**src/rtl/micro_host_port_if.sv**
```systemverilog
// Host-side byte streams and the word-wide memory bus of micro_host_port.
// The slave modport is the port itself; the master modport is the host plus memory.
interface micro_host_port_if #(
    parameter int unsigned ADDR_W = 8,
    parameter int unsigned DATA_W = 16
) ();
    logic [7:0]        in_byte;
    logic              in_valid;
    logic              in_ready;
    logic [7:0]        out_byte;
    logic              out_valid;
    logic              out_ready;
    logic [ADDR_W-1:0] mem_addr;
    logic [DATA_W-1:0] mem_wdata;
    logic              mem_we;
    logic              mem_re;
    logic [DATA_W-1:0] mem_rdata;

    modport master (
        output in_byte, in_valid, out_ready, mem_rdata,
        input  in_ready, out_byte, out_valid, mem_addr, mem_wdata, mem_we, mem_re
    );

    modport slave (
        input  in_byte, in_valid, out_ready, mem_rdata,
        output in_ready, out_byte, out_valid, mem_addr, mem_wdata, mem_we, mem_re
    );
endinterface

```
**src/rtl/micro_host_port.sv**
```systemverilog
// Byte-stream command decoder: turns host bytes into word writes/reads of a memory
// space, streams read data back little-endian, and drives core run/step control.
module micro_host_port #(
    parameter int unsigned ADDR_W = 8,
    parameter int unsigned DATA_W = 16
) (
    input  logic               clk,
    input  logic               rst_n,
    micro_host_port_if.slave   bus,
    output logic               core_run_o,
    output logic               core_step_o,
    output logic               busy_o
);
    localparam int unsigned AB  = (ADDR_W + 7) / 8;
    localparam int unsigned DB  = DATA_W / 8;
    localparam int unsigned AW8 = AB * 8;

    localparam logic [1:0] AddrLast = 2'(AB - 1);
    localparam logic [1:0] DataLast = 2'(DB - 1);

    localparam logic [2:0] StIdle  = 3'd0;
    localparam logic [2:0] StAddr  = 3'd1;
    localparam logic [2:0] StWdata = 3'd2;
    localparam logic [2:0] StRreq  = 3'd3;
    localparam logic [2:0] StRwait = 3'd4;
    localparam logic [2:0] StRsend = 3'd5;

    logic [2:0]        state_q, state_d;
    logic [AW8-1:0]    addr_q, addr_d;
    logic [DATA_W-1:0] wdata_q, wdata_d;
    logic [DATA_W-1:0] rdata_q, rdata_d;
    logic [5:0]        cnt_q, cnt_d;
    logic [1:0]        bcnt_q, bcnt_d;
    logic              is_read_q, is_read_d;
    logic              we_q, we_d;
    logic              run_q, run_d;
    logic              step_q, step_d;
    logic              live_q;

    logic              in_acc, out_acc;
    logic [AW8+7:0]    addr_cat;
    logic [DATA_W+7:0] data_cat;
    logic [ADDR_W-1:0] addr_nxt;
    logic [AW8-1:0]    addr_incd;

    assign in_acc   = bus.in_valid & bus.in_ready;
    assign out_acc  = bus.out_valid & bus.out_ready;
    // Bytes shift in from the top so the first byte received ends up least significant.
    assign addr_cat = {bus.in_byte, addr_q};
    assign data_cat = {bus.in_byte, wdata_q};
    assign addr_nxt = addr_q[ADDR_W-1:0] + ADDR_W'(1);

    always_comb begin
        addr_incd               = addr_q;
        addr_incd[ADDR_W-1:0]   = addr_nxt;
    end

    always_comb begin
        state_d   = state_q;
        addr_d    = addr_q;
        wdata_d   = wdata_q;
        rdata_d   = rdata_q;
        cnt_d     = cnt_q;
        bcnt_d    = bcnt_q;
        is_read_d = is_read_q;
        run_d     = run_q;
        step_d    = 1'b0;
        we_d      = 1'b0;
        case (state_q)
            StIdle: begin
                if (in_acc) begin
                    case (bus.in_byte[7:6])
                        2'b01, 2'b10: begin
                            state_d   = StAddr;
                            is_read_d = bus.in_byte[7];
                            cnt_d     = bus.in_byte[5:0];
                            bcnt_d    = '0;
                        end
                        2'b11: begin
                            run_d  = bus.in_byte[0];
                            step_d = bus.in_byte[1] & ~bus.in_byte[0];
                        end
                        default: ;
                    endcase
                end
            end
            StAddr: begin
                if (in_acc) begin
                    addr_d = addr_cat[AW8+7:8];
                    if (bcnt_q == AddrLast) begin
                        bcnt_d  = '0;
                        state_d = is_read_q ? StRreq : StWdata;
                    end else begin
                        bcnt_d = bcnt_q + 2'd1;
                    end
                end
            end
            StWdata: begin
                if (we_q) begin
                    // Strobe cycle: address and data held, advance afterwards.
                    addr_d = addr_incd;
                    if (cnt_q == 6'd0) state_d = StIdle;
                    else               cnt_d   = cnt_q - 6'd1;
                end else if (in_acc) begin
                    wdata_d = data_cat[DATA_W+7:8];
                    if (bcnt_q == DataLast) begin
                        bcnt_d = '0;
                        we_d   = 1'b1;
                    end else begin
                        bcnt_d = bcnt_q + 2'd1;
                    end
                end
            end
            StRreq:  state_d = StRwait;
            StRwait: begin
                rdata_d = bus.mem_rdata;
                state_d = StRsend;
            end
            StRsend: begin
                if (out_acc) begin
                    rdata_d = rdata_q >> 8;
                    if (bcnt_q == DataLast) begin
                        bcnt_d = '0;
                        addr_d = addr_incd;
                        if (cnt_q == 6'd0) begin
                            state_d = StIdle;
                        end else begin
                            cnt_d   = cnt_q - 6'd1;
                            state_d = StRreq;
                        end
                    end else begin
                        bcnt_d = bcnt_q + 2'd1;
                    end
                end
            end
            default: state_d = StIdle;
        endcase
    end

    always_ff @(posedge clk or negedge rst_n) begin
        if (!rst_n) begin
            state_q   <= StIdle;
            addr_q    <= '0;
            wdata_q   <= '0;
            rdata_q   <= '0;
            cnt_q     <= '0;
            bcnt_q    <= '0;
            is_read_q <= 1'b0;
            we_q      <= 1'b0;
            run_q     <= 1'b0;
            step_q    <= 1'b0;
            live_q    <= 1'b0;
        end else begin
            state_q   <= state_d;
            addr_q    <= addr_d;
            wdata_q   <= wdata_d;
            rdata_q   <= rdata_d;
            cnt_q     <= cnt_d;
            bcnt_q    <= bcnt_d;
            is_read_q <= is_read_d;
            we_q      <= we_d;
            run_q     <= run_d;
            step_q    <= step_d;
            live_q    <= 1'b1;
        end
    end

    // live_q keeps in_ready low until the first clock after reset release.
    assign bus.in_ready  = live_q & ~we_q &
                           ((state_q == StIdle) | (state_q == StAddr) | (state_q == StWdata));
    assign bus.out_valid = (state_q == StRsend);
    assign bus.out_byte  = rdata_q[7:0];
    assign bus.mem_addr  = addr_q[ADDR_W-1:0];
    assign bus.mem_wdata = wdata_q;
    assign bus.mem_we    = we_q;
    assign bus.mem_re    = (state_q == StRreq);
    assign core_run_o    = run_q;
    assign core_step_o   = step_q;
    assign busy_o        = (state_q != StIdle);
endmodule

```
**src/flat_wrapper.sv**
```systemverilog
// flat-port wrapper written by rule: the top's interface ports become plain ports
module micro_host_port_flat 
#(
    parameter int unsigned ADDR_W = 8,
    parameter int unsigned DATA_W = 16
)
  (clk, rst_n, core_run_o, core_step_o, busy_o, bus_in_byte, bus_in_valid, bus_out_ready, bus_mem_rdata, bus_in_ready, bus_out_byte, bus_out_valid, bus_mem_addr, bus_mem_wdata, bus_mem_we, bus_mem_re);
  micro_host_port_if #(.ADDR_W(ADDR_W), .DATA_W(DATA_W)) bus_i ();
  input  logic clk;
  input  logic rst_n;
  output logic core_run_o;
  output logic core_step_o;
  output logic busy_o;
  input wire logic [$bits(bus_i.in_byte)-1:0] bus_in_byte;
  input wire logic [$bits(bus_i.in_valid)-1:0] bus_in_valid;
  input wire logic [$bits(bus_i.out_ready)-1:0] bus_out_ready;
  input wire logic [$bits(bus_i.mem_rdata)-1:0] bus_mem_rdata;
  output wire logic [$bits(bus_i.in_ready)-1:0] bus_in_ready;
  output wire logic [$bits(bus_i.out_byte)-1:0] bus_out_byte;
  output wire logic [$bits(bus_i.out_valid)-1:0] bus_out_valid;
  output wire logic [$bits(bus_i.mem_addr)-1:0] bus_mem_addr;
  output wire logic [$bits(bus_i.mem_wdata)-1:0] bus_mem_wdata;
  output wire logic [$bits(bus_i.mem_we)-1:0] bus_mem_we;
  output wire logic [$bits(bus_i.mem_re)-1:0] bus_mem_re;
  assign bus_i.in_byte = bus_in_byte;
  assign bus_i.in_valid = bus_in_valid;
  assign bus_i.out_ready = bus_out_ready;
  assign bus_i.mem_rdata = bus_mem_rdata;
  assign bus_in_ready = bus_i.in_ready;
  assign bus_out_byte = bus_i.out_byte;
  assign bus_out_valid = bus_i.out_valid;
  assign bus_mem_addr = bus_i.mem_addr;
  assign bus_mem_wdata = bus_i.mem_wdata;
  assign bus_mem_we = bus_i.mem_we;
  assign bus_mem_re = bus_i.mem_re;
  micro_host_port #(.ADDR_W(ADDR_W), .DATA_W(DATA_W)) u_core (.clk(clk), .rst_n(rst_n), .bus(bus_i), .core_run_o(core_run_o), .core_step_o(core_step_o), .busy_o(busy_o));
endmodule
```
**config.mk**
```make
export PLATFORM = sky130hd
export DESIGN_NAME = micro_host_port_flat
export DESIGN_NICKNAME = d
export VERILOG_FILES = /design/src/rtl/micro_host_port_if.sv /design/src/rtl/micro_host_port.sv /design/src/flat_wrapper.sv
export SDC_FILE = /design/constraint.sdc
export NUM_CORES = 1
export LEC_CHECK = 0
export ABC_AREA = 1
export ABC_CLOCK_PERIOD_IN_PS = 2200
export CORE_MARGIN = 3
export CORE_UTILIZATION = 45
export CTS_BUF_LIST = sky130_fd_sc_hd__clkbuf_16
export DETAILED_ROUTE_END_ITERATION = 10
export HOLD_SLACK_MARGIN = 0.12
export PLACE_DENSITY = 0.73
export SLEW_MARGIN = 20
export SYNTH_ARGS = -nofsm -noshare
export SYNTH_HDL_FRONTEND = slang
export SYNTH_SLANG_ARGS = --single-unit
```
**constraint.sdc**
```tcl
create_clock -name clk -period 2.2 [get_ports clk]
set_clock_uncertainty 0.15 [all_clocks]
set_input_delay 0.33 -clock clk [delete_from_list [all_inputs] [get_ports clk]]
set_output_delay 0.33 -clock clk [all_outputs]
set_load 0.05 [all_outputs]
```
==> run summary, run 1 <==
Buf/Inv on CP: 1
vias in the first global route: 2483
Starting Density: 0.471
Netlist cell types: 32
H-tree Lvls: 2
Std-Cell Rows: 29
CP Capture Type: output pin
Fillers: 605
ratio of cells with drive above 1 in the final layout: 0.0823
setup violators final: 0
TritonRoute pass-1 iters: 4
WS Path Type: reg2out
CTS clk-pin slew, worst paths: 0.07 ns
post_cts resized: 0
RSZ-0062 raised after global routing: false
Max FO, Critical Path: 6
class of the worst hold path: reg2reg
Mapped Area: 3040 µm²
Routed Antenna Nets: 0
clk root buf: clkbuf_16
Yosys warnings: 0
CP startpoint kind: register
antenna diode count: 0
maximum vdd drop: 0.789 mV
clock sink count: 56
max_slew headroom: 0.628
commonest non-fill, non-tap cells in the layout: nand2_1 (144), clkdlybuf4s50_1 (61), dfrtp_1 (56), inv_1 (47), nor2_1 (31)
syn_area_per_cell: 7.60 µm²
fmax: 0.484 GHz
grt ovf: 0
crit-path cells: clkdlybuf4s50_1
wire length per cell: 12.8 µm
Skew-Pair Late Insertion Delay: 0.29 ns
die width: 88.2 µm
period utilization: 0.939
worst-margin pin slew: 0.558 ns
final instance area: 3870 µm²
Critical Path AT: 1.59 ns
CTS tree: built
Synth Flop Type: dfrtp_1
status: finished clean
# IOs: 67
Nets: 495
final hold vios: 0
required time of the critical path: 1.72 ns
die area: 7780 µm²
CTS Buf Count: 5
wire length of the first global-routing pass: 11300 µm
DR DRC count: 0
DR vias: 2668
GPL Wtd Cong: 0.850
Tmin final: 2.07 ns
flops & latches, synth: 56
commonest non-fill, non-tap cell in the layout: nand2_1
total track usage: 0.183
DP Area: 3720 µm²
slowest CP cell: clkdlybuf4s50_1
pin count of the biggest net entering global routing: 34
CP top delay family: buffers and inverters
pwr dens: 1680 nW/µm²
initial antenna violation count: 0
dpl hpwl: 5240 µm
number of synthesized flops with an enable pin: 0
Post-Route WL: 6910 µm
Lkg Pwr: 1.93 nW
die height: 88.2 µm
hold-fix buffers at CTS: 1
Mapped Nets: 434
Max Buffers Root-to-Sink: 2
Vias/cell: 4.95
Max-Cap Viols: 0
TNS Setup: 0 ns
Post-Synthesis Cells: 400
drt initial violations: 102
Core Area: 6460 µm²
input/output buffers: 66
Slew Limit Fails: 0
post-synthesis sequential area ratio: 0.461
ys async rst share: 1.00
Max stage delay on crit path: 0.84 ns
area delta synth->final: 27.4%
post-CTS setup buffer count: 0
path summary, 6_finish.rpt:
kind	start	endpoint	slack, ns	cells after the start
min reg2reg	u_core.bus.mem_wdata[1]$_DFFE_PN0P_	u_core.bus.mem_wdata[1]$_DFFE_PN0P_	0.34	2
max reg2reg	u_core.state_q[0]$_DFFE_PN0P_	u_core.rdata_q[4]$_DFFE_PN0P_	0.22	6
min in group asynchronous	rst_n	u_core.bus.mem_wdata[2]$_DFFE_PN0P_	0.41	2
max	u_core.bus.mem_addr[3]$_DFFE_PN0P_	bus_mem_addr[3]	0.13	1
max in group asynchronous	rst_n	u_core.bus.mem_addr[3]$_DFFE_PN0P_	0.92	3
min	u_core.bus.mem_wdata[1]$_DFFE_PN0P_	u_core.bus.mem_wdata[1]$_DFFE_PN0P_	0.34	2
power breakdown:
part	switching (W)	internal, W	total [W]
clock network	0.000372	0.000425	0.000797
logic	0.00255	0.00127	0.00383
registers	0.000382	0.00150	0.00188
total	0.00331	0.00319	0.00650
cells in the mapped netlist (2+ instances only):
library cell	number	area [µm²]
ha_1	6	75.1
nand2_1	144	541
a21oi_1	6	30.0
buf_6	4	45.0
nor2_1	31	116
nand3_1	13	65.1
dfrtp_1	56	1400
nor2_4	2	22.5
buf_2	4	20.0
xor2_1	2	17.5
nand2_2	5	31.3
nand3_2	2	20.0
nor2_2	2	12.5
o21ai_0	29	145
buf_4	10	75.1
inv_2	5	18.8
nand4_1	5	31.3
inv_1	47	176
o21ai_1	7	35.0
a31oi_1	8	50.1
per-layer routing:
layer | global-route usage | part of all wire
met5 | 0 | 0
met4 | 0.0440 | 0.0087
met3 | 0.0273 | 0.041
met2 | 0.316 | 0.50
met1 | 0.240 | 0.45
logic make-up after synthesis:
logic type | count (synthesis) | share of synthesized area
other cells | 1 | 0.00123
buf+inv | 70 | 0.110
compound gates | 55 | 0.102
simple gates | 209 | 0.292
flops | 56 | 0.461
fa+ha+maj | 6 | 0.0247
xor+xnor | 3 | 0.00865
stage by stage:
| step | instances | hold WS [ns] | power (W) | utilization | worst slack [ns] |
|---|---|---|---|---|---|
| finish | 539 | 0.339 | 0.00650 | 0.600 | 0.134 |
| global route | 539 | 0.362 | 0.00702 | 0.600 | 0.0264 |
| CTS | 539 | 0.345 | 0.00655 | 0.600 | 0.122 |
| detailed placement | 530 | 0.205 | 0.00575 | 0.575 | 0.0972 |
| global placement | 530 | 0.202 | 0.00565 | 0.575 | 0.137 |
| floorplan | 400 | -0.116 | 0.00473 | - | 0.183 |
sequential cells by signal, indices dropped and copies added (netlist names):
| register | cells |
|---|---|
| u_core.bus.mem_addr | 8 |
| u_core.bus.mem_wdata | 16 |
| u_core.rdata_q | 16 |
| u_core.cnt_q | 6 |
| u_core.bcnt_q | 2 |
| u_core.state_q | 3 |
| u_core.core_run_o | 1 |
| u_core.core_step_o | 1 |
| u_core.live_q | 1 |
| u_core.is_read_q | 1 |
| u_core.bus.mem_we | 1 |
area by class of cell:
type | instances | area [µm²] | area share
Clock buffer | 5 | 125 | 0.0323
Clock inverter | 3 | 21.3 | 0.00549
Inverter | 52 | 195 | 0.0504
Multi-Input combinational cell | 274 | 1300 | 0.336
Sequential cell | 56 | 1400 | 0.362
Tap cell | 77 | 96.3 | 0.0249
Timing Repair Buffer | 72 | 731 | 0.189
(Power assumes the default switching activity.)
==> run 2: changes to the inputs <==
==> constraint.sdc (replaced) <==
create_clock -name clk -period 2.2 [get_ports clk]
set_clock_uncertainty 0.15 [all_clocks]
set_input_delay 0.44 -clock clk [delete_from_list [all_inputs] [get_ports clk]]
set_output_delay 0.44 -clock clk [all_outputs]
set_load 0.05 [all_outputs]
==> run 2 against run 1 <==
Global-route usage increased by 0.69 points. Combinational power up 2%. Via count is essentially flat. First-iteration DRC count increased by 49%. Total power grew 1.4%. Non-clock buffer count up 4. Worst hold slack improved by 0.0016 ns. Flip-flop and latch count unchanged. Utilization increased by 0.70 points. Wire length increased by 2.9%. Critical endpoint is now bus_mem_addr[6]. Highest routed layer unchanged.
==> run summary, run 2 (synthesized netlist as in run 1, its figures left out) <==
status: finished clean
wire length per cell: 13.1 µm (+2.1%)
sw power: 0.00335 W (+1.3%)
Core Area: 6460 µm² (unchanged)
Internal: 0.00324 W (+1.4%)
pin count of the biggest net entering global routing: 34 (unchanged)
final hold vios: 0 (unchanged)
CTS tree: built
Max FO, Critical Path: 5 (-1)
crit-path cells: clkdlybuf4s50_1
wire length of the first global-routing pass: 11600 µm (+2.8%)
dpl hpwl: 5260 µm (+0.33%)
CTS Buf Count: 5 (unchanged)
commonest non-fill, non-tap cell in the layout: nand2_1
# IOs: 67 (unchanged)
Routed Antenna Nets: 0 (unchanged)
WS Path Type: reg2out
die height: 88.2 µm (unchanged)
area delta synth->final: 28.9%
DR DRC count: 0 (unchanged)
Max stage delay on crit path: 0.83 ns (about the same)
RSZ-0062 raised after global routing: false
required time of the critical path: 1.61 ns (-0.11 ns)
input/output buffers: 66 (unchanged)
H-tree Lvls: 2 (unchanged)
vias in the first global route: 2464 (-0.77%)
Vias/cell: 4.92 (-0.66%)
Seq pwr share: 0.287 (-0.002)
Post-Route WL: 7110 µm (+2.9%)
grt ovf: 0 (unchanged)
pwr dens: 1680 nW/µm² (+0.22%)
Critical Path AT: 1.53 ns (-0.06 ns)
Buf/Inv on CP: 1 (unchanged)
drt initial violations: 152 (+49%)
commonest non-fill, non-tap cells in the layout: nand2_1 (144), clkdlybuf4s50_1 (55), dfrtp_1 (55), inv_1 (47), nor2_1 (30)
Max Buffers Root-to-Sink: 2 (unchanged)
Std-Cell Rows: 29 (unchanged)
slowest CP cell: clkdlybuf4s50_1
worst-margin pin slew: 0.603 ns (+0.0456 ns)
Min Hold Slack: 0.340 ns (+0.00156 ns)
Fillers: 604 (-0.17%)
Lkg Pwr: 1.97 nW (+2.0%)
combinational share of power: 0.591 (+0.002)
Max-Cap Viols: 0 (unchanged)
CTS clk-pin slew, worst paths: 0.07 ns (about the same)
Nets: 499 (+0.81%)
Tmin final: 2.12 ns (+0.0560 ns)
clock sink count: 56 (unchanged)
fmax: 0.471 GHz (-2.6%)
GPL Wtd Cong: 0.846 (-0.39%)
max_slew headroom: 0.598 (-0.0304)
CP startpoint kind: register
antenna diode count: 0 (unchanged)
switching fraction of total power: 0.508 (about the same)
period utilization: 0.965 (+0.0255)
die area: 7780 µm² (unchanged)
clk root buf: clkbuf_16
Skew-Pair Late Insertion Delay: 0.29 ns (about the same)
CP top delay family: buffers and inverters
Starting Density: 0.471 (unchanged)
Slew Limit Fails: 0 (unchanged)
TNS Setup: 0 ns (unchanged)
total track usage: 0.190 (+0.00694)
TritonRoute pass-1 iters: 4 (unchanged)
utilization after layout: 0.607 (+0.00697)
die width: 88.2 µm (unchanged)
CP Capture Type: output pin
DR vias: 2670 (+0.075%)
ratio of cells with drive above 1 in the final layout: 0.107 (+0.0250)
class of the worst hold path: reg2reg
setup violators final: 0 (unchanged)
maximum vdd drop: 0.686 mV (-13%)
clock power share: 0.122 (about the same)
initial antenna violation count: 0 (unchanged)
-- run 2: cell types whose count changed in the layout (fill, tap and decap cells not counted), sizes merged --
cell           previous run  this run
buf                      10        20
clkdlybuf4s50            61        55
clkinvlp                  1         0
clkinv                    1         2
-- run 2: metrics by stage --
step | instance area, µm² | instances | worst slack, ns | power, W
6_report | 3920 | 543 | 0.0776 | 0.00659
4_1_cts | 3910 | 543 | 0.0744 | 0.00661
3_5_place_dp | 3760 | 534 | 0.0325 | 0.00579
3_3_place_gp | 3760 | 534 | 0.0503 | 0.00569
2_1_floorplan | 3040 | 400 | 0.183 | 0.00473
5_1_grt | 3920 | 543 | 0.0393 | 0.00708
-- run 2: final cells by class --
class,count,area [µm²],share of cell area
Clock inverter,3,22.5,0.00575
Sequential cell,56,1400,0.358
Inverter,52,195,0.0498
Timing Repair Buffer,76,771,0.197
Tap cell,77,96.3,0.0246
Multi-Input combinational cell,274,1310,0.333
Clock buffer,5,125,0.0319
-- run 2: routing by layer --
layer | global-route usage | wire, µm | vias to the layer above
met3 | 0.0263 | 286 | 6
met4 | 0.0536 | 75 | 0
met2 | 0.313 | 3470 | 63
met1 | 0.261 | 3280 | 1228
li1 | - | - | 1373
met5 | 0 | 0 | -
-- run 2: final timing paths --
path,from,to,slack [ns],cells past startpoint
worst max register to register,u_core.state_q[1]$_DFFE_PN0P_,u_core.bus.mem_addr[2]$_DFFE_PN0P_,0.26,10
worst min register to register,u_core.bus.mem_wdata[0]$_DFFE_PN0P_,u_core.bus.mem_wdata[0]$_DFFE_PN0P_,0.34,2
max in group asynchronous,rst_n,u_core.state_q[1]$_DFFE_PN0P_,0.77,3
worst min-delay path,u_core.bus.mem_wdata[0]$_DFFE_PN0P_,u_core.bus.mem_wdata[0]$_DFFE_PN0P_,0.34,2
min in group asynchronous,rst_n,u_core.bus.mem_wdata[3]$_DFFE_PN0P_,0.54,2
worst max-delay path,u_core.bus.mem_addr[6]$_DFFE_PN0P_,bus_mem_addr[6],0.08,1
-- run 2: power by group through the flow --
stage                     registers (W)  clock network (W)  logic, W
after CTS                       0.00189           0.000820   0.00391
after global routing            0.00196           0.000863   0.00426
after floorplan                 0.00255                  0   0.00219
final                           0.00189           0.000805   0.00390
after global placement          0.00188                  0   0.00381
after detailed placement        0.00190                  0   0.00388
-- run 2: repair_timing --
action / in CTS / in global routing
hold endpoints to repair: 24 / 0
endpoints found under the setup margin: 0 / 8
hold buffers: 1 / 0
resized for setup: 0 / 2
setup buffers: 0 / 0
==> run 3: changes to the inputs <==
- CORE_UTILIZATION: 45 -> 51
- PLACE_DENSITY: 0.73 -> 0.82
==> run 3 against run 2 <==
Final cell count fell by 1.1%. Clock power rose by 0.9%. Critical endpoint is now bus_mem_addr[4]. Fmax fell by 0.53%. Combinational power about the same. Worst hold slack better by 0.00095 ns. Worst setup slack lost 0.011 ns. Sequential share of layout area increased by 0.069 points. Critical path type unchanged. Count of clock-buffer cells in the layout unchanged. Final area decreased by 0.19%.
==> run summary, run 3 (synthesized netlist as in run 1, its figures left out) <==
clock sink count: 56 (unchanged)
drt initial violations: 135 (-11%)
CP startpoint kind: register
# IOs: 67 (unchanged)
Skew-Pair Late Insertion Delay: 0.29 ns (about the same)
Routed Antenna Nets: 0 (unchanged)
Max stage delay on crit path: 0.83 ns (about the same)
final hold vios: 0 (unchanged)
grt ovf: 0 (unchanged)
ratio of cells with drive above 1 in the final layout: 0.103 (-0.00407)
period utilization: 0.970 (+0.00515)
required time of the critical path: 1.61 ns (about the same)
vias in the first global route: 2612 (+6.0%)
CP top delay family: buffers and inverters
Post-Route WL: 7020 µm (-1.3%)
Std-Cell Rows: 27 (-6.9%)
CTS Buf Count: 5 (unchanged)
dpl hpwl: 5120 µm (-2.6%)
crit-path cells: clkdlybuf4s50_1
commonest non-fill, non-tap cells in the layout: nand2_1 (144), clkdlybuf4s50_1 (55), dfrtp_1 (55), inv_1 (47), nor2_1 (31)
Vias/cell: 5.08 (+3.2%)
Starting Density: 0.539 (+0.0681)
Buf/Inv on CP: 1 (unchanged)
Nets: 498 (-0.20%)
total track usage: 0.215 (+0.0255)
WS Path Type: reg2out
worst-margin pin slew: 0.531 ns (-0.0723 ns)
TNS Setup: 0 ns (unchanged)
post-CTS setup buffer count: 0 (unchanged)
class of the worst hold path: reg2reg
pwr dens: 1690 nW/µm² (+0.43%)
area delta synth->final: 28.7%
die height: 83.2 µm (-5.7%)
GPL Wtd Cong: 0.854 (+0.89%)
commonest non-fill, non-tap cell in the layout: nand2_1
wire length per cell: 13.1 µm (-0.19%)
Max-Cap Viols: 0 (unchanged)
die width: 83.2 µm (-5.7%)
Seq pwr share: 0.286 (about the same)
setup violators final: 0 (unchanged)
CTS tree: built
fmax: 0.469 GHz (-0.53%)
pin count of the biggest net entering global routing: 57 (+68%)
switching fraction of total power: 0.509 (+0.000806)
Core Area: 5640 µm² (-13%)
Fillers: 434 (-28%)
input/output buffers: 66 (unchanged)
DR DRC count: 0 (unchanged)
RSZ-0062 raised after global routing: false
die area: 6920 µm² (-11%)
Slew Limit Fails: 0 (unchanged)
Lkg Pwr: 1.96 nW (-0.34%)
DR vias: 2726 (+2.1%)
Min Hold Slack: 0.341 ns (+0.000955 ns)
maximum vdd drop: 0.914 mV (+33%)
CP Capture Type: output pin
antenna diode count: 0 (unchanged)
CTS clk-pin slew, worst paths: 0.07 ns (about the same)
Max FO, Critical Path: 5 (unchanged)
initial antenna violation count: 0 (unchanged)
H-tree Lvls: 2 (unchanged)
max_slew headroom: 0.645 (+0.0471)
wire length of the first global-routing pass: 12300 µm (+5.9%)
slowest CP cell: clkdlybuf4s50_1
Max Buffers Root-to-Sink: 2 (unchanged)
TritonRoute pass-1 iters: 5 (+1)
Internal: 0.00324 W (about the same)
status: finished clean
clk root buf: clkbuf_16
sw power: 0.00336 W (+0.39%)
Critical Path AT: 1.54 ns (about the same)
clock power share: 0.123 (about the same)
R2R Setup Slk: 0.28 ns (+0.02 ns)
Tmin final: 2.13 ns (+0.0113 ns)
combinational share of power: 0.591 (about the same)
## run 3: final timing paths
path | end | start | depth (start not counted)
worst max-delay path | bus_mem_addr[4] | u_core.bus.mem_addr[4]$_DFFE_PN0P_ | 1
worst min-delay path | u_core.bus.mem_wdata[5]$_DFFE_PN0P_ | u_core.bus.mem_wdata[5]$_DFFE_PN0P_ | 2
worst max register to register | u_core.bus.mem_addr[2]$_DFFE_PN0P_ | u_core.state_q[1]$_DFFE_PN0P_ | 10
worst min register to register | u_core.bus.mem_wdata[5]$_DFFE_PN0P_ | u_core.bus.mem_wdata[5]$_DFFE_PN0P_ | 2
max in group asynchronous | u_core.state_q[1]$_DFFE_PN0P_ | rst_n | 3
min in group asynchronous | u_core.bus.mem_wdata[4]$_DFFE_PN0P_ | rst_n | 3
## run 3: cell type report
type / instances / area (µm²) / area share
clock buffer: 5 / 125 / 0.0320
clock inverter: 3 / 27.5 / 0.00704
inverter: 52 / 195 / 0.0499
multi-input combinational: 274 / 1300 / 0.333
sequential: 56 / 1400 / 0.359
tap: 72 / 90.1 / 0.0230
timing repair buffer: 75 / 767 / 0.196
## run 3: repair_timing
action                                  in CTS  in global routing
endpoints found under the setup margin       0                  1
hold endpoints to repair                    56                  0
resized for setup                            0                  2
hold buffers                                 1                  0
## run 3: per-stage QoR
step | power, W | util | area (µm²) | setup WS, ns | cells
6_report | 0.00660 | 0.693 | 3910 | 0.0663 | 537
5_1_grt | 0.00709 | 0.693 | 3910 | 0.0118 | 537
4_1_cts | 0.00663 | 0.692 | 3910 | 0.0299 | 537
3_5_place_dp | 0.00578 | 0.663 | 3740 | 0.0234 | 528
3_3_place_gp | 0.00567 | 0.663 | 3740 | 0.0770 | 528
2_1_floorplan | 0.00473 | - | 3040 | 0.183 | 400
## run 3: metal layers
metal | global-route usage | vias up | share of wire
met3 | 0.0387 | 11 | 0.045
met1 | 0.281 | 1265 | 0.43
met2 | 0.364 | 81 | 0.51
met4 | 0.0639 | 0 | 0.016
met5 | 0 | - | 0
li1 | - | 1369 | -
## run 3: worst min-delay path: cells and delay by family, from the launching register on
family           cells  cell delay [ns]
flip-flops           1             0.34
AO/OA/AOI/OAI        1             0.06
AND/OR/NAND/NOR      1             0.05
## run 3: power groups by stage
stage / logic [W] / clock network [W] / registers, W
floorplan: 0.00219 / 0 / 0.00255
global placement: 0.00379 / 0 / 0.00188
detailed placement: 0.00388 / 0 / 0.00190
CTS: 0.00391 / 0.000828 / 0.00189
global route: 0.00426 / 0.000872 / 0.00196
finish: 0.00391 / 0.000812 / 0.00189
